<file path="src/rtl/dmem_stall_if.sv">
// Multi-cycle data memory for the M stage: a small IDLE/WAIT FSM models LATENCY wait
// cycles, and MemBusyM asks the hazard unit to hold the pipeline until the access completes.
module dmem_stall_if #(
    parameter int DEPTH_WORDS = 64,
    parameter int LATENCY     = 2
) (
    input  logic        clk,
    input  logic        reset,
    input  logic        MemWriteM,
    input  logic        MemtoRegM,
    input  logic [31:0] ALUOutM,
    input  logic [31:0] WriteDataM,
    output logic [31:0] ReadDataM,
    output logic        MemBusyM,
    output logic        MisalignM
);

    localparam int IDX_W = $clog2(DEPTH_WORDS);
    localparam logic [3:0] CNT_INIT = (LATENCY > 0) ? 4'(LATENCY - 1) : 4'd0;

    typedef enum logic {
        S_IDLE = 1'b0,
        S_WAIT = 1'b1
    } state_t;

    state_t             state_q, state_d;
    logic [3:0]         cnt_q, cnt_d;
    logic [IDX_W-1:0]   idx_q, idx_d;
    logic [1:0]         off_q, off_d;
    logic [31:0]        wdata_q, wdata_d;
    logic               write_q, write_d;

    logic [31:0]        mem_q [DEPTH_WORDS];

    logic               req_s;
    logic [IDX_W-1:0]   live_idx_s;
    logic               done_s;
    logic [IDX_W-1:0]   acc_idx_s;
    logic [1:0]         acc_off_s;
    logic               acc_wr_s;
    logic [31:0]        acc_wd_s;
    logic               mem_we_s;
    logic               unused_addr_s;

    assign req_s         = MemWriteM | MemtoRegM;
    assign live_idx_s    = ALUOutM[IDX_W+1:2];
    assign unused_addr_s = ^ALUOutM[31:IDX_W+2];

    // Next-state logic; the access being completed comes from the latches, or from the live inputs when LATENCY is 0.
    always_comb begin
        state_d   = state_q;
        cnt_d     = cnt_q;
        idx_d     = idx_q;
        off_d     = off_q;
        wdata_d   = wdata_q;
        write_d   = write_q;
        MemBusyM  = 1'b0;
        done_s    = 1'b0;
        acc_idx_s = idx_q;
        acc_off_s = off_q;
        acc_wr_s  = write_q;
        acc_wd_s  = wdata_q;
        case (state_q)
            S_IDLE: begin
                if (req_s) begin
                    if (LATENCY == 0) begin
                        done_s    = 1'b1;
                        acc_idx_s = live_idx_s;
                        acc_off_s = ALUOutM[1:0];
                        acc_wr_s  = MemWriteM;
                        acc_wd_s  = WriteDataM;
                    end else begin
                        MemBusyM = 1'b1;
                        state_d  = S_WAIT;
                        cnt_d    = CNT_INIT;
                        idx_d    = live_idx_s;
                        off_d    = ALUOutM[1:0];
                        wdata_d  = WriteDataM;
                        write_d  = MemWriteM;
                    end
                end else begin
                    state_d = S_IDLE;
                end
            end
            S_WAIT: begin
                if (!req_s) begin
                    // Request withdrawn (M flushed): drop the access without writing.
                    state_d = S_IDLE;
                    cnt_d   = 4'd0;
                end else if (cnt_q != 4'd0) begin
                    MemBusyM = 1'b1;
                    cnt_d    = cnt_q - 4'd1;
                end else begin
                    done_s  = 1'b1;
                    state_d = S_IDLE;
                end
            end
            default: begin
                state_d = S_IDLE;
                cnt_d   = 4'd0;
            end
        endcase
    end

    // Completion-cycle outputs and write enable; misaligned stores are suppressed.
    always_comb begin
        ReadDataM = 32'd0;
        MisalignM = 1'b0;
        mem_we_s  = 1'b0;
        if (done_s) begin
            ReadDataM = mem_q[acc_idx_s];
            MisalignM = (acc_off_s != 2'd0);
            mem_we_s  = acc_wr_s & (acc_off_s == 2'd0) & ~reset;
        end else begin
            ReadDataM = 32'd0;
        end
    end

    // FSM state, wait counter and request latches.
    always_ff @(posedge clk) begin
        if (reset) begin
            state_q <= S_IDLE;
            cnt_q   <= 4'd0;
            idx_q   <= '0;
            off_q   <= 2'd0;
            wdata_q <= 32'd0;
            write_q <= 1'b0;
        end else begin
            state_q <= state_d;
            cnt_q   <= cnt_d;
            idx_q   <= idx_d;
            off_q   <= off_d;
            wdata_q <= wdata_d;
            write_q <= write_d;
        end
    end

    // Memory array; deliberately not cleared by reset.
    always_ff @(posedge clk) begin
        if (mem_we_s) begin
            mem_q[acc_idx_s] <= acc_wd_s;
        end
    end

endmodule

</file>
<file path="config.mk">
export PLATFORM = sky130hd
export DESIGN_NAME = dmem_stall_if
export DESIGN_NICKNAME = d
export VERILOG_FILES = /design/src/rtl/dmem_stall_if.sv
export SDC_FILE = /design/constraint.sdc
export NUM_CORES = 2
export LEC_CHECK = 0
export ABC_AREA = 0
export CAP_MARGIN = 20
export CORE_MARGIN = 2
export CORE_UTILIZATION = 40
export CTS_CLUSTER_DIAMETER = 120
export DETAILED_ROUTE_END_ITERATION = 10
export GPL_ROUTABILITY_DRIVEN = 0
export SLEW_MARGIN = 20
export SYNTH_ARGS = -nofsm -noshare
export SYNTH_HDL_FRONTEND = slang
export SYNTH_SLANG_ARGS = --single-unit
</file>
<file path="constraint.sdc">
create_clock -name clk -period 4.3 [get_ports clk]
set_input_delay 0.645 -clock clk [delete_from_list [all_inputs] [get_ports clk]]
set_output_delay 0.645 -clock clk [all_outputs]
set_load 0.02 [all_outputs]
</file>
# Yosys cells after proc, flatten, opt, wreduce, memory -nomap -nowiden
# Memory sizes are Yosys's and may differ from the RTL's. A register that Yosys moved wholly into a read port is not among the register bits.
# Index checks and enable logic that the tools add are counted.
# word_totals
regBits	46
mem_bits_rw	2048
input_bits	68
out_inout_bits	34
elab_cells	38
n_memories	1
# classes
add_sub_neg	1
eq_ne	2
n_mux	18
bitwise	5
reduce_logical	5
# memory_table
memory	depth	word_bits	rd	rd_ports_with_merged_regs	write_ports	line_no	rtl
mem_q	64	32	1	1	1	33	logic [31:0] mem_q [DEPTH_WORDS];
# ops
operator	count
2-to-1 mux 32 bit	1
2-to-1 mux 4 bit	3
2-to-1 mux 6 bit	2
2-to-1 mux 1 bit	10
case mux 4 bit (2 select lines)	1
AND reduction 2 bit	2
nonzero test 4 bit	1
subtractor 4 x 1 -> 4 bit, second input constant	1
!= test 3 x 2 -> 1 bit, second input constant	1
bitwise AND 1 bit	2
logical NOT 2 bit	1
!= test 2 bit, second input constant	1
NOT 1 bit	2
case mux 1 bit (2 select lines)	1
nonzero test 2 bit	1
bitwise OR 1 bit	1

# Logic depth before layout (Yosys ltp)
# depth
depth_word	7
depth_mapped	11
ltp_nobuf	7

# Worst setup path before layout
# Ideal clock, no wire load.
# synth_path
kind	register to register
from	register cnt_q[0]
to	memory mem_q[62][0] (enable)
setup_ns	0.421
arrival_time_ns	3.149
t_required_ns	3.879
path_slack_ns	0.730
path_stages_with_launch	9
n_path_buf	1
period_less_slack_ns	3.570
path_cell_list	dfxtp_1 > inv_1 > ha_1 > nor3b_2 > nand2_1 > clkbuf_1 > nor4_2 > nand3_1 > nor2_1
# synth_between
elab_chain_cells	7
# synth_lines
element	line_no	rtl
start: declaration	27	logic [3:0] cnt_q, cnt_d;
start signal: assignment	130	cnt_q <= cnt_d;
nonzero test 4 bit	90	end else if (cnt_q != 4'd0) begin
2-to-1 mux 1 bit	90	
2-to-1 mux 1 bit	86	if (!req_s) begin
2-to-1 mux 1 bit	63	case (state_q)
2-to-1 mux 1 bit	110	if (done_s) begin
2-to-1 mux 1 bit	140	if (mem_we_s) begin
2-to-1 mux 1 bit (implied by the code)	141	mem_q[acc_idx_s] <= acc_wd_s;
end: declaration	33	
# No other way between the ends.

==> metrics.md <==
| Metric | Value |
|---|---|
| Hold depth | `3` |
| Number of global-route vias before repair | `41400` |
| Mapped Avg Cell Area | `21.1 um2` |
| Top FF cell, synth | `edfxtp_1` |
| Gr usage total | `0.225` |
| Routed vias/inst | `5.90` |
| Initial core utilization | `0.404` |
| # fillers | `16300` |
| Seq/Total Area, Yosys | `0.775` |
| Slew margin rel. | `0.254` |
| Clk_skew | `41.0 ps` |
| DR WL/cell | `32.5 um` |
| Nets | `4377` |
| Slew of the pin with the lowest slew margin | `1120 ps` |
| Critical path class | `reg2out` |
| Routed Antenna Nets | `0` |
| CP Max Fanout | `15` |
| Synthesized instance count | `3822` |
| Achievable Freq | `0.235 GHz` |
| Final hold slack | `335 ps` |
| H-tree Lvls | `4` |
| Area grow syn2layout | `18.7%` |
| Number of clock sinks | `2100` |
| Core Footprint | `200000 um2` |
| PwrDens | `459 nW/um2` |
| Slew Viols, Final | `0` |
| CTS tree | `built` |
| CTS Buffer Depth | `3` |
| Final setup vio count | `0` |
| Max Cap Viol | `0` |
| CP Data Required Time | `3650 ps` |
| RR Startpoint | `cnt_q[0]$_SDFFE_PP0P_` |
| Synth warn | `0` |
| Gr ovfl total | `0` |
| Die Area | `205000 um2` |
| R2R Path End | `mem_q[12][19]$_DFFE_PP_` |
| Hold_sp | `WriteDataM[16]` |
| R2R Setup Slk | `1170 ps` |
| Synth Register Bits | `2100` |
| I/O pins | `102` |
| Max rail drop VDD | `0.000469 V` |
| CP Capture Type | `primary output` |
| Crit share post-route | `0.988` |
| Worst Path Arrival | `3600 ps` |
| Synthesized Nets | `3892` |
| CTS Buf Count | `209` |
| Root Buffer | `clkbuf_16` |
| Clock Latency Late Sink | `870 ps` |
| First-pass GRT wire length | `323 mm` |
| IO buf count | `77` |
| DPL Wire Length | `140 mm` |
| Most frequent cells in the layout | `edfxtp_1, mux4_2, buf_4` |
| R2R cell count | `9` |
| Vias | `42100` |
| Tmin final | `4250 ps` |
| Startpoint type of the worst setup path | `flip-flop` |
| # rows | `164` |
| Leak | `0.0299 uW` |
| Post-synth EDFFs | `2048` |
| Chip Height | `453 um` |
| Non-filler cells, final | `7146` |
| Sink of the worst hold path | `acc_wd_s[16]$_SDFFE_PP0N_` |
| Status | `complete, no violations` |
| DRC violation total after the first TritonRoute iteration | `5544` |
| Post-synth ARST share | `0` |
| Die Span X | `453 um` |
| Unique masters post-synth | `64` |
| Largest net degree at the start of global routing | `66` |
| Synthesized cell area | `80700 um2` |
| Tot Pwr | `44000 uW` |
| DRT Pass-1 Iters | `5` |
| Residual DRC | `0` |
| Commonest non-fill, non-tap cell in the layout | `edfxtp_1` |
| Hold Path Class | `in2reg` |
| Share of post-route cells with drive strength above 1 | `0.305` |
| Total Neg Setup Slack | `0 ps` |
| WL final | `233 mm` |
| Post-Place Cells | `6707` |
| Initial antenna violation count | `5` |
| Final Hold Fails | `0` |
| Clock Pin Slew Worst Setup and Hold Paths | `60 ps` |
==> how the worst max path moves through the flow <==
stage / startpoint / to / cells past startpoint
final: flip-flop / ReadDataM[25] / 8
after global routing: flip-flop / ReadDataM[20] / 10
after CTS: flip-flop / ReadDataM[10] / 10
after detailed placement: flip-flop / ReadDataM[31] / 7
after global placement: flip-flop / ReadDataM[31] / 7
after floorplan: cnt_q[0]$_SDFFE_PP0P_ / mem_q[62][0]$_DFFE_PP_ / 8
==> cell usage after synthesis, types with 4 or more instances <==
cell      instances  area, um2
or3_1             5       31.3
inv_1             9       33.8
o31ai_1           4       30.0
dfxtp_1          52       1040
o31a_1            5       43.8
mux2_2            9        101
nand2b_1          7       43.8
nor3_1           23        115
buf_1            15       56.3
o22ai_1          16        100
a31oi_1          18        113
buf_4            56        420
buf_6            21        236
edfxtp_1       2048      61500
and3_1            7       43.8
nand2_1         246        923
nand3_1          51        255
o21ai_0          29        145
a32oi_1           5       43.8
a21oi_1         108        541
a22oi_1          67        503
and2_1            7       43.8
a221oi_1         24        210
mux4_2          466      10500
clkbuf_1         53        199
nor2_1          107        402
buf_2            68        340
nor2b_1          24        150
mux2i_1         187       1870
nand4_1           4       25.0
a211oi_1         25        188
==> logic make-up (layout without fill, tap and decap cells) <==
family / after synthesis / in the layout / share of synthesized area
compound gates: 339 / 339 / 0.0279
fa+ha+maj: 2 / 2 / 0.000310
buf+inv: 223 / 886 / 0.0160
flops: 2100 / 2100 / 0.775
mux: 662 / 662 / 0.154
other cells: 0 / 5 / 0
simple gates: 496 / 496 / 0.0266
==> layout make-up <==
type	instances	area, um2	area share
multi-input cells	1499	17700	0.184
diodes	5	12.5	0.000131
clock buffers	262	5470	0.0571
clock inverters	127	1220	0.0127
inverters	10	47.5	0.000496
flip-flops and latches	2100	62600	0.653
well taps	2656	3320	0.0347
repair buffers	487	5500	0.0574
==> sequential cells by signal, summed over array words and instances (netlist names), named ones only <==
| signal | flops |
|---|---|
| acc_idx_s | 6 |
| acc_off_s | 2 |
| acc_wd_s | 32 |
| acc_wr_s | 1 |
| cnt_q | 4 |
| mem_q | 2048 |
| state_q | 1 |
==> per-stage QoR <==
stage                     setup WS, ps  utilization  instance area [um2]
after floorplan                    730            -                80700
after global placement            9.29        0.440                88100
after detailed placement         -5.66        0.440                88100
after CTS                         5.42        0.477                95500
after global routing             -1.22        0.479                95800
final                             51.5        0.479                95800
==> metal layers <==
layer	wire length [um]	GRT usage	up-vias	part of all wire
met4	6770	0.0638	2	0.029
met3	20700	0.0411	348	0.089
li1	-	-	16900	-
met2	110000	0.355	2029	0.47
met1	95000	0.321	22800	0.41
met5	10	0	-	0.000043
==> where the power goes <==
group | total, uW | switching, uW | internal, uW
registers | 22700 | 128 | 22600
clock network | 18000 | 7850 | 10100
logic | 3260 | 1970 | 1290
==> critical path, cell delays in order, from the launching register on <==
cell and delay, ps:
dfxtp_4 410, buf_12 200, inv_4 300, buf_4 430, buf_4 250, nand3_1 90, a21oi_1 430, o31a_1 410
buf_4 210
==> timing repair <==
action | CTS | global route
hold buffers | 0 | 0
buffers inserted | 25 | 16
gates resized for setup | 74 | 33
pin swaps | 5 | 3
cloned | 4 | 2
hold endpoints to repair | 0 | 0
endpoints found under the setup margin | 32 | 23
No activity file was read; power rests on OpenSTA's default activity.
